[src/rtl/mem_port_arbiter.sv]
// mem_port_arbiter: shares one single-port memory between an instruction
// fetch port and a data port. Each grant runs one access: IDLE picks a
// requester, BUSY holds the request until m_ready or a wait timeout, RESP
// pulses the ack, and the FSM then returns to IDLE. Every output comes from
// a flop, so the requesters and the memory see glitch-free signals.
module mem_port_arbiter #(
    parameter int ADDR_W  = 32,
    parameter int DATA_W  = 32,
    parameter int TIMEOUT = 255
) (
    input  logic                clk,
    input  logic                rst_n,      // active-high asynchronous reset

    input  logic                if_req,
    input  logic [ADDR_W-1:0]   if_addr,
    output logic [DATA_W-1:0]   if_rdata,
    output logic                if_ack,

    input  logic                d_req,
    input  logic                d_we,
    input  logic [ADDR_W-1:0]   d_addr,
    input  logic [DATA_W-1:0]   d_wdata,
    input  logic [DATA_W/8-1:0] d_be,
    output logic [DATA_W-1:0]   d_rdata,
    output logic                d_ack,

    output logic                m_req,
    output logic                m_we,
    output logic [ADDR_W-1:0]   m_addr,
    output logic [DATA_W-1:0]   m_wdata,
    output logic [DATA_W/8-1:0] m_be,
    input  logic [DATA_W-1:0]   m_rdata,
    input  logic                m_ready,

    output logic                err,
    output logic                err_src
);

    localparam int BE_W = DATA_W / 8;

    // The wait counter reaches TIMEOUT at the end of the TIMEOUT-th stalled
    // cycle, so the abort is taken while the counter still holds TIMEOUT-1.
    localparam logic [7:0] WAIT_LAST = 8'(TIMEOUT - 1);

    typedef enum logic [1:0] {
        IDLE   = 2'd0,
        BUSY_I = 2'd1,
        BUSY_D = 2'd2,
        RESP   = 2'd3
    } state_t;

    state_t            state_q,      state_d;
    logic              last_grant_q, last_grant_d;   // 0 = fetch, 1 = data
    logic [7:0]        wait_cnt_q,   wait_cnt_d;
    logic              m_req_q,      m_req_d;
    logic              m_we_q,       m_we_d;
    logic [ADDR_W-1:0] m_addr_q,     m_addr_d;
    logic [DATA_W-1:0] m_wdata_q,    m_wdata_d;
    logic [BE_W-1:0]   m_be_q,       m_be_d;
    logic [DATA_W-1:0] if_rdata_q,   if_rdata_d;
    logic [DATA_W-1:0] d_rdata_q,    d_rdata_d;
    logic              if_ack_q,     if_ack_d;
    logic              d_ack_q,      d_ack_d;
    logic              err_q,        err_d;
    logic              err_src_q,    err_src_d;
    logic              grant_data;

    // Next-state and next-output logic for the arbitration FSM.
    always_comb begin
        state_d      = state_q;
        last_grant_d = last_grant_q;
        wait_cnt_d   = wait_cnt_q;
        m_req_d      = 1'b0;
        m_we_d       = m_we_q;
        m_addr_d     = m_addr_q;
        m_wdata_d    = m_wdata_q;
        m_be_d       = m_be_q;
        if_rdata_d   = if_rdata_q;
        d_rdata_d    = d_rdata_q;
        if_ack_d     = 1'b0;
        d_ack_d      = 1'b0;
        err_d        = err_q;
        err_src_d    = err_src_q;
        // Data wins when it is the only requester, or when both ask and
        // fetch was served last.
        grant_data   = d_req && (!if_req || !last_grant_q);

        unique case (state_q)
            IDLE: begin
                if (if_req || d_req) begin
                    last_grant_d = grant_data;
                    state_d      = grant_data ? BUSY_D : BUSY_I;
                    m_req_d      = 1'b1;
                    wait_cnt_d   = 8'd0;
                    if (grant_data) begin
                        m_we_d    = d_we;
                        m_addr_d  = d_addr;
                        m_wdata_d = d_wdata;
                        m_be_d    = d_be;
                    end else begin
                        m_we_d    = 1'b0;
                        m_addr_d  = if_addr;
                        m_wdata_d = '0;
                        m_be_d    = '1;
                    end
                end
            end
            BUSY_I, BUSY_D: begin
                if (m_ready) begin
                    // Normal completion, including on the timeout cycle.
                    state_d = RESP;
                    if (state_q == BUSY_I) begin
                        if_rdata_d = m_rdata;
                        if_ack_d   = 1'b1;
                    end else begin
                        if (!m_we_q) begin
                            d_rdata_d = m_rdata;
                        end
                        d_ack_d = 1'b1;
                    end
                end else if (wait_cnt_q == WAIT_LAST) begin
                    // Memory never answered: finish the access with zero data
                    // and record who was stuck.
                    state_d   = RESP;
                    err_d     = 1'b1;
                    err_src_d = (state_q == BUSY_D);
                    if (state_q == BUSY_I) begin
                        if_rdata_d = '0;
                        if_ack_d   = 1'b1;
                    end else begin
                        d_rdata_d = '0;
                        d_ack_d   = 1'b1;
                    end
                end else begin
                    m_req_d    = 1'b1;
                    wait_cnt_d = wait_cnt_q + 8'd1;
                end
            end
            RESP: begin
                state_d = IDLE;
            end
            default: begin
                state_d = IDLE;
            end
        endcase
    end

    // State and output registers; reset aborts any in-flight access silently.
    always_ff @(posedge clk or posedge rst_n) begin
        if (rst_n) begin
            state_q      <= IDLE;
            last_grant_q <= 1'b0;
            wait_cnt_q   <= 8'd0;
            m_req_q      <= 1'b0;
            m_we_q       <= 1'b0;
            m_addr_q     <= '0;
            m_wdata_q    <= '0;
            m_be_q       <= '0;
            if_rdata_q   <= '0;
            d_rdata_q    <= '0;
            if_ack_q     <= 1'b0;
            d_ack_q      <= 1'b0;
            err_q        <= 1'b0;
            err_src_q    <= 1'b0;
        end else begin
            state_q      <= state_d;
            last_grant_q <= last_grant_d;
            wait_cnt_q   <= wait_cnt_d;
            m_req_q      <= m_req_d;
            m_we_q       <= m_we_d;
            m_addr_q     <= m_addr_d;
            m_wdata_q    <= m_wdata_d;
            m_be_q       <= m_be_d;
            if_rdata_q   <= if_rdata_d;
            d_rdata_q    <= d_rdata_d;
            if_ack_q     <= if_ack_d;
            d_ack_q      <= d_ack_d;
            err_q        <= err_d;
            err_src_q    <= err_src_d;
        end
    end

    assign m_req    = m_req_q;
    assign m_we     = m_we_q;
    assign m_addr   = m_addr_q;
    assign m_wdata  = m_wdata_q;
    assign m_be     = m_be_q;
    assign if_rdata = if_rdata_q;
    assign d_rdata  = d_rdata_q;
    assign if_ack   = if_ack_q;
    assign d_ack    = d_ack_q;
    assign err      = err_q;
    assign err_src  = err_src_q;

endmodule

[config.mk]
export PLATFORM = sky130hd
export DESIGN_NAME = mem_port_arbiter
export DESIGN_NICKNAME = d
export VERILOG_FILES = /design/src/rtl/mem_port_arbiter.sv
export SDC_FILE = /design/constraint.sdc
export NUM_CORES = 1
export LEC_CHECK = 0
export BUFFER_PORTS_ARGS = -buffer_cell sky130_fd_sc_hd__buf_2
export CORE_ASPECT_RATIO = 1.75
export CORE_MARGIN = 2
export CORE_UTILIZATION = 50
export DETAILED_ROUTE_END_ITERATION = 6
export PLACE_DENSITY = 0.91
export SLEW_MARGIN = 0
export SYNTH_ARGS = -nofsm -noshare
export SYNTH_HDL_FRONTEND = slang
export SYNTH_SLANG_ARGS = --single-unit
[constraint.sdc]
create_clock -name clk -period 7.4 [get_ports clk]
set_clock_uncertainty 0.15 [all_clocks]
set_input_delay 0.37 -clock clk [delete_from_list [all_inputs] [get_ports clk]]
set_output_delay 0.37 -clock clk [all_outputs]
set_load 0.02 [all_outputs]
# ---- Word-level counts from Yosys, hierarchy flattened
# Cells that the tools add are included.
dict set report word_totals {
  ff_bits 149
  input_bits 138
  output_inout_bits 138
  elab_cells 75
}
dict set report classes {
  n_addsub 1
  eq_ne 9
  muxes 34
  bitwise_logic 2
  reduce_logical 15
}
# op count
set op_table {}
lappend op_table {{32-bit two-way mux} 11}
lappend op_table {{8-bit two-way mux} 3}
lappend op_table {{8-bit one-hot mux with 2 select lines} 1}
lappend op_table {{1-bit two-way mux} 12}
lappend op_table {{8-bit by 1-bit adder with 8-bit output, second input constant} 1}
lappend op_table {{8-bit == test, second input constant} 1}
lappend op_table {{2-bit two-way mux} 4}
lappend op_table {{2-bit != test, second input constant} 4}
lappend op_table {{4-bit AND reduction} 2}
lappend op_table {{2-bit one-hot mux with 3 select lines} 1}
lappend op_table {{3-bit AND reduction} 2}
lappend op_table {{2-bit == test, second input constant} 2}
lappend op_table {{4-bit two-way mux} 1}
lappend op_table {{2-bit AND reduction} 2}
lappend op_table {{2-bit nonzero test} 2}
lappend op_table {{3-bit != test, second input constant} 1}
lappend op_table {{2-bit by 1-bit == test with 1-bit output, second input constant} 1}
lappend op_table {{1-bit logical NOT} 2}
lappend op_table {{2-bit logical NOT} 1}
lappend op_table {{1-bit logical OR} 2}
lappend op_table {{1-bit inverter} 2}
lappend op_table {{1-bit one-hot mux with 2 select lines} 1}
lappend op_table {{2-bit OR reduction} 1}
lappend op_table {{1-bit logical AND} 1}

# ---- Depth between registers and ports, before layout
dict set report logic_depth {
  word_depth 6
  mapped_depth 7
  mapped_depth_nobuf 6
}

# ---- Worst setup path after synthesis
# OpenSTA, ideal clock, no wires.
dict set report synth_timing {
  kind {flip-flop to flip-flop}
  startpoint {register wait_cnt_q[0]}
  endpoint {register wait_cnt_q[0]}
  setup_time_ns 0.069
  t_arrival_ns 1.677
  t_required_ns 7.181
  slack_ns 5.504
  path_stages_with_launch 8
  path_buffers 1
  synth_period_minus_slack_ns 1.896
  path_cell_list {dfrtp_1 -> inv_1 -> ha_1 -> and3_4 -> a21o_1 -> buf_6 -> or4b_1 -> nand3_1}
}
dict set report synth_between {
  elab_chain_cells 4
  elab_cells_between_ends 7
  cone_classes {add/sub (1); eq/ne (2); mux (3); reduce/logical (1)}
}
# element line_no
set synth_lines {}
lappend synth_lines {{start, declared} 54} ;# logic [7:0] wait_cnt_q, wait_cnt_d;
lappend synth_lines {{start signal, assigned} 168} ;# wait_cnt_q <= wait_cnt_d;
lappend synth_lines {{8-bit by 1-bit adder with 8-bit output} 136} ;# wait_cnt_d = wait_cnt_q + 8'd1;
lappend synth_lines {{8-bit two-way mux} 121} ;# end else if (wait_cnt_q == WAIT_LAST) begin
lappend synth_lines {{8-bit two-way mux} 109} ;# if (m_ready) begin
lappend synth_lines {{8-bit one-hot mux with 2 select lines} 88} ;# unique case (state_q)
# Several ways; a longest one is shown, not always the timed one. The select of a mux whose other input is x is not followed.
# A chain may end at the register's enable or synchronous reset.

# ---- Final worst setup path
dict set report layout_timing {
  startpoint {register state_q[0]}
  endpoint {register d_rdata_q[7], in the netlist d_rdata[7]}
}
dict set report layout_between {
  elab_chain_cells 3
  elab_cells_between_ends 5
  cone_classes {eq/ne (2); bitwise (1); reduce/logical (2)}
}
# element line_no
set layout_lines {}
lappend layout_lines {{start, declared} 52} ;# state_t state_q, state_d;
lappend layout_lines {{start signal, assigned} 166} ;# state_q <= state_d;
lappend layout_lines {{2-bit by 1-bit == test with 1-bit output or 2-bit == test (tied branches)} {88, 112, 127}}
lappend layout_lines {{2-bit OR reduction or 1-bit inverter (tied branches)} --}
lappend layout_lines {{4-bit AND reduction (no source line) *} --}
lappend layout_lines {{end signal, assigned} 175} ;# d_rdata_q <= d_rdata_d;
lappend layout_lines {{end, declared} 61} ;# logic [DATA_W-1:0] d_rdata_q, d_rdata_d;
# Every way passes the cells marked *; elsewhere a longest branch is shown, timed or not.

==> summary.md <==
| Metric | Value |
|---|---|
| Hold_ws | 15.7 ps |
| Max_cap viols | 0 |
| Cell Area, Synth | 5960 sq um |
| Max Root-Sink Buffers | 2 |
| ANT cells | 0 |
| I/O pin count | 276 |
| Post-synthesis sequential area ratio | 62.6% |
| Status | completed |
| Post-synth top flop | dfrtp_1 |
| Asr flop ratio synth | 100% |
| Worst-margin pin slew | 1250 ps |
| Kind of critical path | reg2reg |
| Fmax | 0.340 GHz |
| Final min period | 2940 ps |
| H-tree levels | 4 |
| Post-layout net count | 917 |
| Synth Register Bits | 149 |
| Worst setup margin | 4460 ps |
| DIE HEIGHT | 148 microns |
| Cells taking the most area after synthesis | dfrtp_1 (63%), a22o_1 (14%), nand2_1 (4.8%) |
| DRC Markers | 0 |
| Fin Setup TNS | 0 ps |
| Most instantiated library cell after synthesis | dfrtp_1 |
| Clk pin slew, worst setup/hold paths | 70 ps |
| Mapped Nets | 654 |
| Worst IR drop on VDD | 0.237 mV |
| Synth unique cells | 41 |
| LEAKAGE | 4.21 nW |
| GR Overflow Total | 0 |
| Cts repair resizes | 0 |
| Hold Fails Final Rpt | 0 |
| WL final | 16.4 mm |
| Switching power share of the total | 42.1% |
| Share of cells above drive strength 1 | 41.3% |
| Area leader, netlist | dfrtp_1 |
| Sequential Power Share | 35.6% |
| Post-DP HPWL | 11.5 mm |
| Finished Core Util | 69.0% |
| Buffers added on ports | 275 |
| Row cnt | 52 |
| Number of DRC markers in iteration 0 | 274 |
| Post-Synthesis Cells | 509 |
| Synth warn | 0 |
| Final period util | 39.7% |
| Via density | 5.64 |
| Element type at the critical path start | flop |
| Fill cells | 821 |
| Synthesized area per cell | 11.7 sq um |
| Starting density of the core | 51.5% |
| Worst EP required | 7590 ps |
| Combinational share of power | 43.9% |
| Synth top area share | 62.6% |
| Power per standard cell area | 499 nW/um^2 |
| Core Area | 11600 sq um |
| Critical path arrival | 3130 ps |
| Vias in the first global route | 5201 |
| Total Routing Usage GR | 25.7% |
| Slew headroom | 16.3% |
| Switch Pwr | 1.68 mW |
| Pins Over Slew Limit | 0 |
| Largest net degree at the start of global routing | 81 |
| CTS tree | done |
| Clock power share | 20.5% |
| Die width | 86.5 microns |
| Area grow syn2layout | 34.0% |
| Routability congestion estimate | 0.790 |
| Final setup fails | 0 |
| Inserted Clock Buffers | 17 |
| Min-Delay Path Class | in2reg |
| Total power | 3.99 mW |
| P_int | 2.31 mW |
| Worst-Skew Late Latency | 410 ps |
| Initial antenna violation count | 0 |
| Vias post-DR | 5192 |
| First-pass GRT wire length | 25.9 mm |
| Pre-Repair DR Iteration Count | 4 |
| Total clock sinks | 149 |
| Worst setup EP type | flop |
| RSZ-0062 raised after global routing | no |
| Post-synth EDFFs | 0 |
| Antenna viol nets, final | 0 |
| Post-synth top cells | dfrtp_1 (149), a22o_1 (97), nand2_1 (77) |
| Routed length per placed instance | 17.9 microns |
| Root Buffer | clkbuf_16 |
| Die ar. | 12800 sq um |
| Dpl ws | 4510 ps |
| Post-CTS setup repair buffer count | 0 |
| CP Max Fanout | 32 |
-- cell usage in the layout, fill, tap and decap left out, types with 7 or more instances in the layout --
cell	netlist	final
a31oi_1	34	34
ha_1	7	7
dfrtp_1	149	149
nand2_1	77	77
a21oi_1	7	7
clkbuf_16	0	17
nand3_1	8	8
buf_2	10	275
a22o_1	97	97
nor2_1	33	33
-- layout make-up --
class	count	area [sq um]	share of cell area, %
timing repair buffer	284	1450	18.2
inverter	4	20.0	0.251
sequential	149	3730	46.7
clock inverter	14	134	1.68
tap	135	169	2.11
multi-input combinational	316	2060	25.7
clock buffer	18	429	5.37
-- worst max-delay path, stage by stage, from the launching register on --
cell and delay [ps]:
dfrtp_1 390, inv_1 100, ha_1 680, nor2b_1 290
and2_1 960, a22o_1 300
-- state kept, by name, summed over array words and instances, names as in the netlist, 2 cells and up --
name        cells
d_rdata        32
if_rdata       32
m_addr         32
m_wdata        32
wait_cnt_q      8
m_be            4
state_q         2
-- final timing paths --
path / from / endpoint / slack, ps / depth (start not counted)
worst max-delay path: state_q[0] / d_rdata[7] / 4460 / 5
worst min-delay path: d_wdata[5] / m_wdata[5] / 20 / 2
worst max register to register: state_q[0] / d_rdata[7] / 4460 / 5
worst min register to register: err / err / 320 / 1
max in group asynchronous: rst_n / if_rdata[13] / 5160 / 4
min in group asynchronous: rst_n / m_wdata[4] / 470 / 3
-- per-stage QoR --
step | cells | cell area [sq um]
floorplan | 509 | 5960
global placement | 884 | 7390
detailed placement | 884 | 7390
CTS | 920 | 7990
global route | 920 | 7990
finish | 920 | 7990
-- metal layers --
layer / routed length, microns / track usage (%) / share of wire [%]
met2: 8410 / 43.2 / 51
met1: 6120 / 30.3 / 37
met5: 0 / 0 / 0
met4: 389 / 11.5 / 2.4
met3: 1520 / 6.88 / 9.3
-- what timing repair did --
action	4_1_cts	5_1_grt
endpoints found under the setup margin	0	0
hold buffers	4	0
endpoints found under the hold margin	72	0
-- cells by family after synthesis --
kind of cell	share of synthesized area, %
muxes	0.189
and+or+nand+nor	11.1
DFF	62.6
buffers and inverters	3.11
AOI/OAI and AO/OA	21.6
adders and majority gates	1.47
-- power by group through the flow --
stage | clock (mW) | combinational (mW) | sequential, mW
6_report | 0.817 | 1.75 | 1.42
3_3_place_gp | 0 | 1.70 | 1.41
4_1_cts | 0.829 | 1.76 | 1.41
5_1_grt | 0.868 | 1.90 | 1.46
3_5_place_dp | 0 | 1.75 | 1.42
2_1_floorplan | 0 | 0.737 | 1.84
Note: power is estimated with default switching activity, not from simulation.
